===== src/rtl/id_ex_stage.sv =====
// ID/EX pipeline register with load-use hazard stall and flush squash.
// Optional: define ID_EX_HAZARD_STALL_EN to build load-use detection and the bubble counter.
module id_ex_stage #(
    parameter int DW = 32,
    parameter int RW = 5,
    parameter int CW = 16
) (
    input  logic          clk,
    input  logic          reset,
    input  logic          id_RegDst,
    input  logic          id_branch,
    input  logic          id_Memread,
    input  logic          id_MemtoReg,
    input  logic          id_MemWrite,
    input  logic          id_AluSrc,
    input  logic          id_RegWrite,
    input  logic [3:0]    id_ALUop,
    input  logic [DW-1:0] id_rd1,
    input  logic [DW-1:0] id_rd2,
    input  logic [DW-1:0] id_imm,
    input  logic [DW-1:0] id_pc4,
    input  logic [RW-1:0] id_rs,
    input  logic [RW-1:0] id_rt,
    input  logic [RW-1:0] id_rd,
    input  logic          flush,
    output logic          ex_RegDst,
    output logic          ex_branch,
    output logic          ex_Memread,
    output logic          ex_MemtoReg,
    output logic          ex_MemWrite,
    output logic          ex_AluSrc,
    output logic          ex_RegWrite,
    output logic [3:0]    ex_ALUop,
    output logic [DW-1:0] ex_rd1,
    output logic [DW-1:0] ex_rd2,
    output logic [DW-1:0] ex_imm,
    output logic [DW-1:0] ex_pc4,
    output logic [RW-1:0] ex_rs,
    output logic [RW-1:0] ex_rt,
    output logic [RW-1:0] ex_rd,
    output logic          stall,
    output logic [CW-1:0] bubble_count
);

    typedef struct packed {
        logic          reg_dst;
        logic          branch;
        logic          memread;
        logic          memtoreg;
        logic          memwrite;
        logic          alusrc;
        logic          regwrite;
        logic [3:0]    aluop;
        logic [DW-1:0] rd1;
        logic [DW-1:0] rd2;
        logic [DW-1:0] imm;
        logic [DW-1:0] pc4;
        logic [RW-1:0] rs;
        logic [RW-1:0] rt;
        logic [RW-1:0] rd;
    } ex_t;

    ex_t  id_pkt, ex_d, ex_q;
    logic hazard;

    assign id_pkt = {id_RegDst, id_branch, id_Memread, id_MemtoReg, id_MemWrite,
                     id_AluSrc, id_RegWrite, id_ALUop, id_rd1, id_rd2, id_imm,
                     id_pc4, id_rs, id_rt, id_rd};

`ifdef ID_EX_HAZARD_STALL_EN
    assign hazard = ex_q.memread & (ex_q.rt != '0) &
                    ((ex_q.rt == id_rs) | (ex_q.rt == id_rt));
`else
    assign hazard = 1'b0;
`endif

    // A flushed ID instruction is wrong-path, so holding the front end is pointless.
    assign stall = hazard & ~flush;

    always_comb begin
        ex_d = id_pkt;
        if (flush || hazard) ex_d = '0;
    end

    always_ff @(posedge clk or posedge reset) begin
        if (reset) ex_q <= '0;
        else       ex_q <= ex_d;
    end

`ifdef ID_EX_HAZARD_STALL_EN
    logic [CW-1:0] bcnt_d, bcnt_q;

    // Counts hazard bubbles only; saturates instead of wrapping.
    always_comb begin
        bcnt_d = bcnt_q;
        if (stall && (bcnt_q != '1)) bcnt_d = bcnt_q + CW'(1);
    end

    always_ff @(posedge clk or posedge reset) begin
        if (reset) bcnt_q <= '0;
        else       bcnt_q <= bcnt_d;
    end

    assign bubble_count = bcnt_q;
`else
    assign bubble_count = '0;
`endif

    assign ex_RegDst   = ex_q.reg_dst;
    assign ex_branch   = ex_q.branch;
    assign ex_Memread  = ex_q.memread;
    assign ex_MemtoReg = ex_q.memtoreg;
    assign ex_MemWrite = ex_q.memwrite;
    assign ex_AluSrc   = ex_q.alusrc;
    assign ex_RegWrite = ex_q.regwrite;
    assign ex_ALUop    = ex_q.aluop;
    assign ex_rd1      = ex_q.rd1;
    assign ex_rd2      = ex_q.rd2;
    assign ex_imm      = ex_q.imm;
    assign ex_pc4      = ex_q.pc4;
    assign ex_rs       = ex_q.rs;
    assign ex_rt       = ex_q.rt;
    assign ex_rd       = ex_q.rd;

endmodule

===== config.mk =====
export PLATFORM = sky130hd
export DESIGN_NAME = id_ex_stage
export DESIGN_NICKNAME = d
export VERILOG_FILES = /design/src/rtl/id_ex_stage.sv
export SDC_FILE = /design/constraint.sdc
export NUM_CORES = 1
export LEC_CHECK = 0
export ABC_AREA = 1
export BUFFER_PORTS_ARGS = -buffer_cell sky130_fd_sc_hd__clkbuf_2
export CAP_MARGIN = 10
export CORE_ASPECT_RATIO = 0.5
export CORE_UTILIZATION = 30
export DETAILED_ROUTE_END_ITERATION = 10
export PLACE_DENSITY = 0.61
export SKIP_LAST_GASP = 1
export SLEW_MARGIN = 40
export SYNTH_ARGS = -nofsm -noshare
export SYNTH_HDL_FRONTEND = slang
export SYNTH_SLANG_ARGS = --single-unit

===== constraint.sdc =====
create_clock -name clk -period 9.75 [get_ports clk]
set_input_delay 0 -clock clk [delete_from_list [all_inputs] [get_ports clk]]
set_output_delay 0 -clock clk [all_outputs]
set_load 0.02 [all_outputs]

==> Yosys cells after proc, flatten, opt, wreduce, memory -nomap -nowiden <==
Cells that the tools add are included.
{ "word_totals": {"register_bits": 154, "inputBits": 157, "out_inout_bits": 171, "wordCells": 16} }
{ "classes": {"mux": 1} }
{ "ops": {"columns": ["cell", "count"], "rows": [
  ["$mux 154", 1]
]} }

==> Longest topological paths before layout <==
Gate-level depths: netlist (run 1).
{ "logic_depth": {"depth_word": 1, "mapped_depth": 4, "mapped_depth_nobuf": 2} }

==> Worst setup path before layout (run 1) <==
Ideal clock, no wire load.
{ "synth_timing": {"kind": "in2reg", "start": "in flush", "end": "reg ex_q, in the netlist ex_ALUop[0]", "setup_time_ps": 116, "t_arrival_ps": 461, "required_ps": 9634, "slack_ps": 9173, "stages": 4, "n_path_buf": 3, "path_cell_list": "buf_2 -> buf_6 -> buf_6 -> nor2_1"} }
{ "synth_rtl": {"columns": ["element", "line_no", "source"], "rows": [
  ["start: declaration", "25", "input logic flush,"],
  ["end signal: assignment", "86", "if (reset) ex_q <= '0;"],
  ["end signal: assignment", "87", "else ex_q <= ex_d;"],
  ["end: declaration", "63", "ex_t id_pkt, ex_d, ex_q;"]
]} }

==> results.tsv, run 1 <==
stage	metric	value	unit
global_routing	total track usage	17.9	%
finish	Inserted Diodes	0	
finish	Post-Layout Inst Area	0.00910	mm²
min_path	Worst Hold Class	primary input to flip-flop	
clock_tree	CTS Buffer Depth	2	
place	DP Area	0.00694	mm²
detailed_routing	antenna-violating nets left	0	
logic_synthesis	post-synth top area share	73.1	%
detailed_routing	TritonRoute pass-1 iters	4	
detailed_routing	wire per inst	13.4	µm
sta	worst hold slack	67.0	ps
die	Die H	95.8	µm
pwr	Worst VDD drop	109	µV
logic_synthesis	mapped cell area	0.00527	mm²
setup_path	Critical Path Source Type	primary input	
global_routing	antenna violations before repair	0	
min_path	Hold Path Depth	2	
logic_synthesis	Avg Cell Area, Syn	10.6	µm²
finish	nets@finish	1123	
finish	layout cells sized above 1	35.1	%
global_routing	number of global-route vias before repair	4963	
global_routing	largest net degree at the start of global routing	87	
setup_path	crit path kind	primary input to async pin	
global_routing	grt ovf	0	
pwr	Static Leak	5.44	nW
clock_tree	Root Buffer	clkbuf_16	
logic_synthesis	Post-Syn Instances	498	
setup_path	Crit. Startpoint	reset	
finish	Layout area overhead	72.6	%
min_path	hold path startpoint	flush	
sta	RSZ-0062 raised after global routing	no	
job	max_cap viols	0	
die	total die area	0.0181	mm²
logic_synthesis	synth unique cells	7	
sta	period utilization	14.6	%
die	effective utilization at floorplan	31.5	%
setup_path	Crit. End Element	async pin	
setup_path	critical path required time	10200	ps
logic_synthesis	Synth area leaders	dfrtp_1 (73%), inv_1 (11%), nor2_1 (11%), buf_4 (2.4%), buf_6 (1.5%)	
clock_tree	CTS tree	built	
die	I/O pin cnt	328	
sta	final slew viol count	0	
place	post-DP HPWL	10300	µm
detailed_routing	DRT Wirelength	16200	µm
sta	Peak Freq	0.705	GHz
place	worst slack, placed	8080	ps
sta	setup ws final	8330	ps
pwr	Power Density	173	mW/mm²
clock_tree	CTS buffer count	17	
place	gpl congestion	0.798	
logic_synthesis	synthesis-stage register bit count	154	
clock_tree	Reg clk slew, reported paths	60	ps
logic_synthesis	yosys warns	0	
setup_path	Arr. time, crit path	1860	ps
clock_tree	H-tree depth	4	
global_routing	global-route wire length before repair	24600	µm
min_path	Hold EP	ex_imm[25]$_DFF_PP0_	
sta	worst rel slew slack	52.0	%
die	Rows	33	
detailed_routing	DRC	0	
setup_path	Critical Path Fanout Max	80	
sta	Final Hold Viols	0	
logic_synthesis	most area-hungry cell type in the Yosys netlist	dfrtp_1	
sta	# setup viols final	0	
detailed_routing	DR iter-0 viols	211	
sta	Slew @ Worst Pin	720	ps
logic_synthesis	Seq/Total Area, Yosys	73.1	%
die	core area	0.0168	mm²
detailed_routing	number of vias per cell	3.89	
die	die width	190	µm
place	Port Buffer Count	310	
detailed_routing	vias	4690	
sta	Sum Neg Setup Slack	0	ps
sta	final worst path period need	1420	ps
outcome	outcome	complete, no violations	
clock_tree	Clock Sink Count	154	
==> routing by layer <==
| layer | up-vias | global-route usage, % | routed length [µm] |
|---|---|---|---|
| li1 | 2240 | - | - |
| met1 | 2265 | 18.6 | 5700 |
| met2 | 135 | 34.5 | 9370 |
| met3 | 50 | 3.57 | 545 |
| met4 | 0 | 10.1 | 575 |
| met5 | - | 0 | 0 |
==> worst max-delay path: stages <==
cell and delay [ps]:
dlygate4sd3_1 530, clkbuf_2 130, inv_6 470, buf_6 660
==> worst max-delay path by stage <==
stage	slack [ps]	endpoint	cells after the start
2_1_floorplan	5600	ex_ALUop[0]$_DFF_PP0_	1
5_1_grt	8070	ex_imm[26]$_DFF_PP0_	4
3_5_place_dp	8080	ex_pc4[28]$_DFF_PP0_	3
6_report	8330	ex_imm[26]$_DFF_PP0_	4
4_1_cts	8260	ex_rd2[0]$_DFF_PP0_	4
3_3_place_gp	8120	ex_ALUop[0]$_DFF_PP0_	3
==> cell usage after synthesis <==
cell and n:
buf_2 10, dfrtp_1 154, buf_4 17, inv_1 155
conb_1 1, nor2_1 154, buf_6 7
==> final cells by class <==
type / count / area (µm²)
Inverter: 155 / 587
Timing Repair Buffer: 467 / 3130
Sequential cell: 154 / 3850
Fill cell: 1460 / 7660
Clock buffer: 19 / 443
Multi-Input combinational cell: 171 / 642
Clock inverter: 13 / 165
Tap cell: 227 / 284
==> report_power, final <==
part / internal (mW) / switching [mW] / total [mW]
combinational: 0.0964 / 0.124 / 0.221
clock: 0.412 / 0.262 / 0.674
sequential: 0.671 / 0.00944 / 0.681
total: 1.18 / 0.395 / 1.58
==> cell usage in the layout, fill, tap and decap left out, drive strengths merged <==
| cell | Yosys | routed |
|---|---|---|
| dfrtp | 154 | 154 |
| bufinv | 0 | 3 |
| clkbuf | 0 | 328 |
| nor2 | 154 | 154 |
| clkinvlp | 0 | 4 |
| inv | 155 | 159 |
| clkinv | 0 | 2 |
| buf | 34 | 3 |
| conb | 1 | 17 |
| dlygate4sd3 | 0 | 155 |
==> per-stage QoR <==
step	cells	total power, mW	util (%)
finish	1206	1.58	54.3
global route	1206	1.64	54.3
CTS	1206	1.59	54.3
detailed placement	1019	0.861	41.4
global placement	1019	0.858	41.4
floorplan	514	0.790	-
==> logic make-up after synthesis <==
family | after synthesis | share of synthesized area (%)
buffers and inverters | 189 | 15.9
flip-flops | 154 | 73.1
AND/OR/NAND/NOR | 154 | 11.0
other | 1 | 0.0711
==> state kept, by name, indices dropped and copies added (netlist names), 4 cells and up <==
name,cells
ex_imm,32
ex_pc4,32
ex_rd1,32
ex_rd2,32
ex_rd,5
ex_rs,5
ex_rt,5
ex_ALUop,4
==> timing repair <==
action / in CTS / in global routing
endpoints found under the hold margin: 228 / 0
hold buffers: 155 / 0
gates resized for setup: 0 / 0
buffers inserted: 0 / 0
No activity file was read; power rests on OpenSTA's default activity.
==> inputs of run 2 (changes only) <==
- PLACE_DENSITY: 0.61 -> 0.63
- clock period: 9.75 -> 1.2 ns (I/O delays scaled with it)
==> results.tsv, run 2 (synthesized netlist as in run 1, its figures left out) <==
stage	metric	value	unit
outcome	outcome	complete, no violations	
detailed_routing	vias	4712	
pwr	switching power	3.25	mW
job	max_cap viols	0	
finish	register area	0.00385	mm²
sta	final slew viol count	0	
global_routing	number of global-route vias before repair	5024	
detailed_routing	DRT Wirelength	16300	µm
setup_path	crit path kind	flip-flop to output pin	
global_routing	M1 GR Usage	18.7	%
detailed_routing	wire per inst	13.4	µm
place	gpl congestion	0.803	
place	Port Buffer Count	310	
finish	Core Util, Final	54.9	%
finish	Post-Layout Inst Area	0.00920	mm²
global_routing	largest net degree at the start of global routing	75	
place	worst slack, placed	486	ps
setup_path	Critical Path Fanout Max	1	
clock_tree	CTS buffer count	17	
global_routing	global-route wire length before repair	24400	µm
global_routing	GR Layer Usage met3	4.92	%
min_path	Hold EP	ex_MemtoReg$_DFF_PP0_	
sta	final worst path period need	989	ps
setup_path	delay of the slowest critical-path stage	400	ps
clock_tree	Clock Sink Count	154	
detailed_routing	DRC	0	
sta	# setup viols final	0	
sta	setup ws final	211	ps
detailed_routing	TritonRoute pass-1 iters	4	
finish	Layout area overhead	74.4	%
finish	Fillers	1485	
min_path	Worst Hold Class	primary input to flip-flop	
finish	Inserted Diodes	0	
die	effective utilization at floorplan	31.5	%
setup_path	Critical-path top delay cell	dfrtp_1	
die	die width	190	µm
global_routing	grt ovf	0	
pwr	Flop pwr share	43.0	%
detailed_routing	DR iter-0 viols	216	
pwr	Worst VDD drop	897	µV
clock_tree	CTS tree	built	
finish	commonest non-fill, non-tap cell in the layout	clkbuf_2	
sta	worst hold slack	44.0	ps
pwr	Static Leak	5.48	nW
place	post-DP HPWL	10700	µm
finish	Multi-input gate area	642	µm²
clock_tree	H-tree depth	4	
setup_path	Critical Path Source Type	flip-flop	
setup_path	WP buf/inv	1	
global_routing	total track usage	17.9	%
setup_path	Arr. time, crit path	990	ps
sta	Peak Freq	1.01	GHz
min_path	Hold Path Depth	3	
pwr	Tot Pwr	12.9	mW
finish	commonest non-fill, non-tap cells in the layout	clkbuf_2 (309), dlygate4sd3_1 (156), inv_1 (154), nor2_1 (154), dfrtp_1 (154)	
place	placed insts	1023	
setup_path	CP delay by family, top	flip-flops	
global_routing	GRT Max-Usage Layer	met2	
detailed_routing	number of vias per cell	3.89	
sta	Final Hold Viols	0	
sta	Sum Neg Setup Slack	0	ps
detailed_routing	antenna-violating nets left	0	
min_path	hold path startpoint	flush	
pwr	Int Pwr	9.61	mW
finish	nets@finish	1128	
die	I/O pin cnt	328	
finish	layout cells sized above 1	35.4	%
die	Die H	95.8	µm
pwr	logic gate share of total power	14.2	%
clock_tree	Root Buffer	clkbuf_16	
sta	RSZ-0062 raised after global routing	no	
setup_path	critical path required time	1200	ps
finish	Non-Filler Instances	1211	
setup_path	Crit. Startpoint	ex_rd1[22]$_DFF_PP0_	
global_routing	antenna violations before repair	0	
place	DP Area	0.00703	mm²
die	core area	0.0168	mm²
die	total die area	0.0181	mm²
setup_path	Crit. End Element	output pin	
clock_tree	CTS Buffer Depth	2	
clock_tree	Reg clk slew, reported paths	70	ps
die	Rows	33	
global_routing	grt met2 use	34.3	%
setup_path	critical-path cell list	clkbuf_2	
pwr	Power Density	1400	mW/mm²
pwr	Sw Share	25.3	%
sta	period utilization	82.4	%
pwr	Clk pwr share	42.8	%
[run 2: how the worst max path moves through the flow]
| stage | cells past startpoint | slack (ps) | end |
|---|---|---|---|
| after floorplan | 1 | -740 | ex_ALUop[0]$_DFF_PP0_ |
| after global placement | 3 | 510 | ex_rd2[8]$_DFF_PP0_ |
| after detailed placement | 3 | 490 | ex_rd1[25]$_DFF_PP0_ |
| after CTS | 1 | 190 | ex_rd1[22] |
| after global routing | 1 | 170 | ex_rd1[22] |
| final | 1 | 210 | ex_rd1[22] |
[run 2: power groups by stage]
stage / Combinational [mW] / Sequential, mW / Clock, mW
2_1_floorplan: 0.451 / 5.97 / 0
3_3_place_gp: 1.39 / 5.62 / 0
3_5_place_dp: 1.41 / 5.63 / 0
4_1_cts: 1.83 / 5.53 / 5.67
5_1_grt: 1.98 / 5.55 / 5.90
6_report: 1.83 / 5.53 / 5.50
[run 2: final cells by class]
type | count | area share (%)
multi-input cells | 171 | 6.98
flip-flops and latches | 154 | 41.9
well taps | 227 | 3.09
repair buffers | 472 | 35.0
inverters | 155 | 6.37
clock inverters | 13 | 1.80
clock buffers | 19 | 4.82
[run 2: metal layers]
layer  vias up  wire length (µm)
met5         -                 0
met4         0               453
met3        41               652
met2       141              9290
met1      2281              5890
li1       2249                 -
[run 2: timing repair]
| item | 4_1_cts | 5_1_grt |
|---|---|---|
| hold endpoints to repair | 308 | 0 |
| gates resized for setup | 0 | 0 |
| buffers inserted | 0 | 0 |
| hold buffers | 156 | 0 |
